**config.mk**
```make
export PLATFORM = sky130hd
export DESIGN_NAME = mem_wb_stage_flat
export DESIGN_NICKNAME = d
export VERILOG_FILES = /design/src/rtl/mem_wb_stage_if.sv /design/src/rtl/mem_wb_stage.sv /design/src/flat_wrapper.sv
export SDC_FILE = /design/constraint.sdc
export NUM_CORES = 1
export LEC_CHECK = 0
export ABC_CLOCK_PERIOD_IN_PS = 1850
export BUFFER_PORTS_ARGS = -buffer_cell sky130_fd_sc_hd__buf_4
export CORE_MARGIN = 2
export CORE_UTILIZATION = 47
export CTS_BUF_LIST = sky130_fd_sc_hd__clkbuf_2 sky130_fd_sc_hd__clkbuf_4 sky130_fd_sc_hd__clkbuf_8
export CTS_CLUSTER_DIAMETER = 200
export DETAILED_ROUTE_END_ITERATION = 10
export HOLD_SLACK_MARGIN = 0.15
export PLACE_DENSITY_LB_ADDON = 0.08
export SKIP_CTS_REPAIR_TIMING = 1
export SLEW_MARGIN = 0
export SYNTH_ARGS = -nofsm -noshare
export SYNTH_HDL_FRONTEND = slang
export SYNTH_SLANG_ARGS = --single-unit
```
**constraint.sdc**
```tcl
create_clock -name clk -period 1.85 [get_ports clk]
set_input_delay 0.185 -clock clk [delete_from_list [all_inputs] [get_ports clk]]
set_output_delay 0.185 -clock clk [all_outputs]
set_load 0.05 [all_outputs]
```
**src/rtl/mem_wb_stage_if.sv**
```systemverilog
// rtl/mem_wb_stage_if.sv - MEM/WB stage bus: MEM-side inputs, WB and forwarding outputs
interface mem_wb_stage_if #(
  parameter int data_width = 32
);
  // Pipeline control and MEM-stage instruction fields
  logic                  stall;
  logic                  flush;
  logic                  in_valid;
  logic                  in_reg_write;
  logic [1:0]            in_wb_sel;
  logic [1:0]            in_mem_size;
  logic                  in_mem_signed;
  logic [data_width-1:0] in_alu_result;
  logic [data_width-1:0] in_mem_rdata;
  logic [15:0]           in_imm16;
  logic [4:0]            in_dest;

  // Register-file write port, forwarding bus and status
  logic [data_width-1:0] write_data;
  logic [4:0]            write_address;
  logic                  RegWrite;
  logic [1:0]            WordPosition;
  logic                  fwd_valid;
  logic [4:0]            fwd_dest;
  logic [data_width-1:0] fwd_data;
  logic                  fwd_hazard;
  logic                  misaligned;
  logic [31:0]           retired_count;

  modport master (
    output stall, flush, in_valid, in_reg_write, in_wb_sel, in_mem_size,
           in_mem_signed, in_alu_result, in_mem_rdata, in_imm16, in_dest,
    input  write_data, write_address, RegWrite, WordPosition, fwd_valid,
           fwd_dest, fwd_data, fwd_hazard, misaligned, retired_count
  );

  modport slave (
    input  stall, flush, in_valid, in_reg_write, in_wb_sel, in_mem_size,
           in_mem_signed, in_alu_result, in_mem_rdata, in_imm16, in_dest,
    output write_data, write_address, RegWrite, WordPosition, fwd_valid,
           fwd_dest, fwd_data, fwd_hazard, misaligned, retired_count
  );
endinterface

```
**src/rtl/mem_wb_stage.sv**
```systemverilog
// rtl/mem_wb_stage.sv - MEM/WB pipeline register with load extraction, writeback mux and forwarding
module mem_wb_stage #(
  parameter int data_width = 32
) (
  input logic            clk,
  input logic            rst,
  mem_wb_stage_if.slave  bus
);

  logic                  r_valid;
  logic                  r_reg_write;
  logic [1:0]            r_wb_sel;
  logic [1:0]            r_mem_size;
  logic                  r_mem_signed;
  logic [data_width-1:0] r_alu;
  logic [data_width-1:0] r_rdata;
  logic [15:0]           r_imm16;
  logic [4:0]            r_dest;
  logic [31:0]           r_retired_count;

  logic [1:0]            w_off;
  logic [7:0]            w_byte;
  logic [15:0]           w_half;
  logic [data_width-1:0] w_load;
  logic [data_width-1:0] w_write_data;
  logic [1:0]            w_word_pos;
  logic                  w_reg_write;
  logic                  w_misaligned;

  // Stage register: reset beats flush beats stall beats a normal load
  always_ff @(posedge clk) begin
    if (rst) begin
      r_valid      <= 1'b0;
      r_reg_write  <= 1'b0;
      r_wb_sel     <= 2'b00;
      r_mem_size   <= 2'b00;
      r_mem_signed <= 1'b0;
      r_alu        <= '0;
      r_rdata      <= '0;
      r_imm16      <= 16'h0000;
      r_dest       <= 5'd0;
    end else if (bus.flush) begin
      r_valid      <= 1'b0;
    end else if (!bus.stall) begin
      r_valid      <= bus.in_valid;
      r_reg_write  <= bus.in_reg_write;
      r_wb_sel     <= bus.in_wb_sel;
      r_mem_size   <= bus.in_mem_size;
      r_mem_signed <= bus.in_mem_signed;
      r_alu        <= bus.in_alu_result;
      r_rdata      <= bus.in_mem_rdata;
      r_imm16      <= bus.in_imm16;
      r_dest       <= bus.in_dest;
    end
  end

  // Retire counter: the instruction in WB leaves when the stage is not held; wraps naturally
  always_ff @(posedge clk) begin
    if (rst) begin
      r_retired_count <= 32'd0;
    end else if (r_valid && !bus.stall) begin
      r_retired_count <= r_retired_count + 32'd1;
    end
  end

  // Load lane extraction, extension, writeback mux and fault/forwarding decode
  always_comb begin
    w_off  = r_alu[1:0];
    w_byte = r_rdata[{w_off, 3'b000} +: 8];
    w_half = r_rdata[{w_off[1], 4'b0000} +: 16];

    case (r_mem_size)
      2'b01:   w_load = {{(data_width-16){r_mem_signed & w_half[15]}}, w_half};
      2'b10:   w_load = {{(data_width-8){r_mem_signed & w_byte[7]}}, w_byte};
      default: w_load = r_rdata;
    endcase

    case (r_wb_sel)
      2'b00:   w_write_data = r_alu;
      2'b01:   w_write_data = w_load;
      default: w_write_data = {{(data_width-16){1'b0}}, r_imm16};
    endcase

    case (r_wb_sel)
      2'b10:   w_word_pos = 2'b10;
      2'b11:   w_word_pos = 2'b01;
      default: w_word_pos = 2'b00;
    endcase

    w_reg_write  = r_valid & r_reg_write & (r_dest != 5'd0);

    // Data is still written on a fault; the flag only reports it
    w_misaligned = r_valid & (r_wb_sel == 2'b01) &
                   (((r_mem_size == 2'b01) & r_alu[0]) |
                    (((r_mem_size == 2'b00) | (r_mem_size == 2'b11)) & (r_alu[1:0] != 2'b00)));
  end

  // Outputs are driven from the stage registers only
  always_comb begin
    bus.write_data    = w_write_data;
    bus.write_address = r_dest;
    bus.RegWrite      = w_reg_write;
    bus.WordPosition  = w_word_pos;
    // Half-word writes merge into the old register value, so EX cannot take them
    bus.fwd_valid     = w_reg_write & (w_word_pos == 2'b00);
    bus.fwd_hazard    = w_reg_write & (w_word_pos != 2'b00);
    bus.fwd_dest      = r_dest;
    bus.fwd_data      = w_write_data;
    bus.misaligned    = w_misaligned;
    bus.retired_count = r_retired_count;
  end

endmodule

```
**src/flat_wrapper.sv**
```systemverilog
// flat-port wrapper written by rule: the top's interface ports become plain ports
module mem_wb_stage_flat 
#(
  parameter int data_width = 32
)
  (clk, rst, bus_stall, bus_flush, bus_in_valid, bus_in_reg_write, bus_in_wb_sel, bus_in_mem_size, bus_in_mem_signed, bus_in_alu_result, bus_in_mem_rdata, bus_in_imm16, bus_in_dest, bus_write_data, bus_write_address, bus_RegWrite, bus_WordPosition, bus_fwd_valid, bus_fwd_dest, bus_fwd_data, bus_fwd_hazard, bus_misaligned, bus_retired_count);
  mem_wb_stage_if #(.data_width(data_width)) bus_i ();
  input logic clk;
  input logic rst;
  input wire logic [$bits(bus_i.stall)-1:0] bus_stall;
  input wire logic [$bits(bus_i.flush)-1:0] bus_flush;
  input wire logic [$bits(bus_i.in_valid)-1:0] bus_in_valid;
  input wire logic [$bits(bus_i.in_reg_write)-1:0] bus_in_reg_write;
  input wire logic [$bits(bus_i.in_wb_sel)-1:0] bus_in_wb_sel;
  input wire logic [$bits(bus_i.in_mem_size)-1:0] bus_in_mem_size;
  input wire logic [$bits(bus_i.in_mem_signed)-1:0] bus_in_mem_signed;
  input wire logic [$bits(bus_i.in_alu_result)-1:0] bus_in_alu_result;
  input wire logic [$bits(bus_i.in_mem_rdata)-1:0] bus_in_mem_rdata;
  input wire logic [$bits(bus_i.in_imm16)-1:0] bus_in_imm16;
  input wire logic [$bits(bus_i.in_dest)-1:0] bus_in_dest;
  output wire logic [$bits(bus_i.write_data)-1:0] bus_write_data;
  output wire logic [$bits(bus_i.write_address)-1:0] bus_write_address;
  output wire logic [$bits(bus_i.RegWrite)-1:0] bus_RegWrite;
  output wire logic [$bits(bus_i.WordPosition)-1:0] bus_WordPosition;
  output wire logic [$bits(bus_i.fwd_valid)-1:0] bus_fwd_valid;
  output wire logic [$bits(bus_i.fwd_dest)-1:0] bus_fwd_dest;
  output wire logic [$bits(bus_i.fwd_data)-1:0] bus_fwd_data;
  output wire logic [$bits(bus_i.fwd_hazard)-1:0] bus_fwd_hazard;
  output wire logic [$bits(bus_i.misaligned)-1:0] bus_misaligned;
  output wire logic [$bits(bus_i.retired_count)-1:0] bus_retired_count;
  assign bus_i.stall = bus_stall;
  assign bus_i.flush = bus_flush;
  assign bus_i.in_valid = bus_in_valid;
  assign bus_i.in_reg_write = bus_in_reg_write;
  assign bus_i.in_wb_sel = bus_in_wb_sel;
  assign bus_i.in_mem_size = bus_in_mem_size;
  assign bus_i.in_mem_signed = bus_in_mem_signed;
  assign bus_i.in_alu_result = bus_in_alu_result;
  assign bus_i.in_mem_rdata = bus_in_mem_rdata;
  assign bus_i.in_imm16 = bus_in_imm16;
  assign bus_i.in_dest = bus_in_dest;
  assign bus_write_data = bus_i.write_data;
  assign bus_write_address = bus_i.write_address;
  assign bus_RegWrite = bus_i.RegWrite;
  assign bus_WordPosition = bus_i.WordPosition;
  assign bus_fwd_valid = bus_i.fwd_valid;
  assign bus_fwd_dest = bus_i.fwd_dest;
  assign bus_fwd_data = bus_i.fwd_data;
  assign bus_fwd_hazard = bus_i.fwd_hazard;
  assign bus_misaligned = bus_i.misaligned;
  assign bus_retired_count = bus_i.retired_count;
  mem_wb_stage #(.data_width(data_width)) u_core (.clk(clk), .rst(rst), .bus(bus_i));
endmodule
```
==> Flow_metrics.wiki <==
{| class="wikitable"
! Metric !! Value
|-
| Leakage power of the design || 4.05 nW
|-
| Clock latency of the later-clocked register in the worst-skew pair || 0.44 ns
|-
| CORE AREA || 12,200 um^2
|-
| Worst reg2reg setup slack || roughly 0.18 ns
|-
| WL per Instance || ~16 um
|-
| Initial DRT Pass Iterations || 5
|-
| # diodes || 0
|-
| Aggregate global-route resource usage || 25.8%
|-
| Cell count after synthesis || 789
|-
| Post-Synth XOR/XNOR Area || 4.59%
|-
| Max Cap Violations || 0
|-
| Start point of the worst hold path || bus_stall
|-
| Warning count from the yosys run || 0
|-
| CTS Root Cell || clkbuf_8
|-
| Share of synthesized flip-flops with an asynchronous set or reset || 0%
|-
| Final critical-path required period || around 2.3 ns
|-
| Worst Path Max Fanout || 7
|-
| DRT antenna net count || 0
|-
| Post-synth EDFFs || 0
|-
| Effective utilization at floorplan || 48.6%
|-
| Critical path arrival || 2.16 ns
|-
| Number of vias in the routed layout || between 6k and 7k
|-
| Number of nets produced by synthesis || 888
|-
| Post-synthesis adder-cell area fraction || 0.635%
|-
| DR iter-0 viols || approximately 490
|-
| Net count reported at finish || 1,176
|-
| Fin. Hold Viols || 0
|-
| Highest-count cells in the layout ignoring fill and taps || nand2_1, buf_4, dfxtp_1
|-
| Most common cell after layout, fill and taps aside || nand2_1
|-
| Row Count || 40
|-
| DP HPWL || about 13,000 um
|-
| Post-synthesis sequential area ratio || a little over two fifths
|-
| F_max || 0.426 GHz
|-
| Most used DFF post-synth || dfxtp_1
|-
| Vias in the first global route || 5,555
|-
| Post-Synthesis Cell Area || 5910 um^2
|-
| Number of slew-limit violations in the final report || 0
|-
| Share of the synthesized area in compound gates (AO/OA/AOI/OAI) || roughly a fifth
|-
| Startpoint of the most critical register-to-register path || u_core.bus.retired_count[0]
|-
| Number of vias per cell || 5.24
|-
| Violated checks || setup timing
|-
| Worst clock skew on the final layout || between 0.005 and 0.006 ns
|-
| Final setup slack of the worst path || -0.498 ns
|-
| Number of cell instances on the worst register-to-register path || 7
|-
| Peak supply drop || 628 uV
|-
| Number of fillers in the final layout || 768
|-
| Count of pins on the block boundary || 208
|-
| Share of synthesized area spent on multiplexers || 0.846%
|-
| Basic-gate share of the synthesized area counting and, or, nand and nor cells || 23.7%
|-
| Fraction of final layout cells sized beyond drive strength 1 || 35.7%
|-
| Reg clk slew, reported paths || 0.07 ns
|-
| Final weighted congestion of routability-driven global placement || 0.894
|-
| Chip Width || 116 um
|-
| Kind of end point of the critical path || output port
|-
| Start-to-end type of the worst setup path || register to output port
|-
| Setup TNS || -24.80 ns
|-
| Hold crit path type || primary input to register
|-
| Number of CTS-inserted buffers || 17
|-
| Share of the cycle needed by the critical path after routing || 127%
|-
| Launching element type of the critical path || register
|-
| First-pass GRT wire length || 27,000 um
|-
| Normalized max-slew margin || 67.3%
|-
| Post-layout power || 6.82 mW
|-
| Count of buffers from port buffering || between 200 and 250
|-
| Number of antenna violations at the first check in global routing || 0
|-
| Worst hold stages || 4
|-
| Transition at the pin with the smallest max-transition slack || slightly below 0.5 ns
|-
| Setup repair after global routing missed its margin || yes
|-
| Total number of H-tree levels || 4
|-
| Power density normalized to cell area || 688 nW/um^2
|-
| Count of different cell masters after synthesis || 46
|-
| Largest family of logic cells by synthesized area || simple AND/OR/NAND/NOR gates
|-
| Final wirelength || roughly 20,000 um
|-
| Global route total overflow || 0
|-
| Die area || between 10,000 and 15,000 um^2
|-
| Layout overhead on the synthesized area || 67.7%
|-
| Die height || 116 um
|-
| Post-route DRC violation count || 0
|-
| Required time of the critical path || 1.66 ns
|-
| Launch point of the worst path || u_core.r_alu[1]
|-
| Hold Path Sink || u_core.bus.retired_count[0]
|-
| Worst flop-to-flop path endpoint || u_core.bus.retired_count[20]
|-
| Maximum number of pins on one net before global-route repair || 92
|-
| TritonCTS Sinks || 124
|-
| Result of the run || complete, but fails checks
|-
| TritonCTS clock tree || done
|-
| Average instance area after synthesis || 7.50 um^2
|-
| Count of endpoints failing setup in the final report || 70
|-
| Number of register bits inferred by synthesis || 124
|-
| Buffer levels on the longest clock path || 2
|}
==> sequential cells by signal, indices dropped and copies added, names as in the netlist <==
| register | cells |
|---|---|
| u_core.r_mem_signed | 1 |
| u_core.r_reg_write | 1 |
| u_core.r_wb_sel | 2 |
| u_core.r_imm16 | 16 |
| u_core.r_valid | 1 |
| u_core.bus.fwd_dest | 5 |
| u_core.r_alu | 32 |
| u_core.r_mem_size | 2 |
| u_core.r_rdata | 32 |
| u_core.bus.retired_count | 32 |
==> power by group <==
| group | switching [mW] | total [mW] | internal, mW |
|---|---|---|---|
| sequential | 0.0779 | 2.84 | 2.76 |
| combinational | 0.907 | 1.61 | 0.704 |
| clock | 1.03 | 2.37 | 1.35 |
==> cells in the mapped netlist, drive strengths merged, types with 3 or more instances <==
library cell | number | area (um^2)
xnor2 | 4 | 35.0
nor3 | 4 | 20.0
a221oi | 7 | 61.3
a221o | 6 | 60.1
clkbuf | 49 | 184
a21oi | 102 | 526
nand2 | 226 | 848
and2 | 6 | 37.5
o21ai | 51 | 255
a22oi | 7 | 52.6
inv | 14 | 52.6
nor2b | 4 | 25.0
o21a | 4 | 30.0
nand2b | 6 | 37.5
nor2 | 43 | 161
nand4 | 10 | 77.6
and4 | 5 | 43.8
o221ai | 3 | 26.3
a22o | 5 | 43.8
xor2 | 27 | 236
ha | 3 | 37.5
buf | 43 | 307
nand3 | 12 | 60.1
and3 | 3 | 18.8
dfxtp | 124 | 2480
mux2i | 5 | 50.1
==> worst max path at each step <==
| stage | to | slack [ns] |
|---|---|---|
| 2_1_floorplan | bus_write_data[21] | -0.27 |
| 3_3_place_gp | bus_fwd_data[8] | -0.06 |
| 3_5_place_dp | bus_fwd_data[13] | -0.08 |
| 4_1_cts | bus_fwd_data[13] | -0.55 |
| 5_1_grt | bus_fwd_data[10] | -0.58 |
| 6_report | bus_fwd_data[10] | -0.50 |
==> worst max-delay path, stage by stage (launching register included) <==
cell,delay (ns)
dfxtp_4,0.39
mux2i_4,0.27
o22ai_4,0.11
a21oi_4,0.31
a221oi_2,0.13
a221o_2,0.35
buf_6,0.16
==> area by class of cell <==
cell class | instances | area (um^2) | share of cell area (%)
repair buffers | 361 | 3310 | 33.4
clock inverters | 6 | 87.6 | 0.883
inverters | 14 | 57.6 | 0.580
well taps | 168 | 210 | 2.12
flip-flops and latches | 124 | 2510 | 25.3
multi-input cells | 559 | 3440 | 34.7
clock buffers | 24 | 305 | 3.08
==> through the flow <==
step / worst slack, ns / utilization [%] / hold slack [ns] / area, um^2 / instances
2_1_floorplan: -0.273 / - / 0.264 / 6530 / 789
3_3_place_gp: -0.0553 / 66.5 / 0.395 / 8080 / 1122
3_5_place_dp: -0.0753 / 66.5 / 0.403 / 8080 / 1122
4_1_cts: -0.552 / 69.7 / -0.0729 / 8470 / 1152
5_1_grt: -0.580 / 81.5 / 0.208 / 9920 / 1256
6_report: -0.498 / 81.5 / 0.173 / 9920 / 1256
==> metal layers <==
| metal | vias to the layer above | track usage, % | routed length (um) |
|---|---|---|---|
| li1 | 3179 | - | - |
| met1 | 3065 | 31.2 | 8350 |
| met2 | 282 | 43.9 | 9990 |
| met3 | 51 | 7.73 | 1160 |
| met4 | 0 | 8.97 | 619 |
| met5 | - | 0 | 0 |
==> kinds of logic after synthesis <==
| group | count (synthesis) |
|---|---|
| xor+xnor | 31 |
| mux | 5 |
| simple gates | 326 |
| fa+ha+maj | 3 |
| compound gates | 194 |
| flops | 124 |
| buf+inv | 106 |
Note: power is estimated with default switching activity, not from simulation.
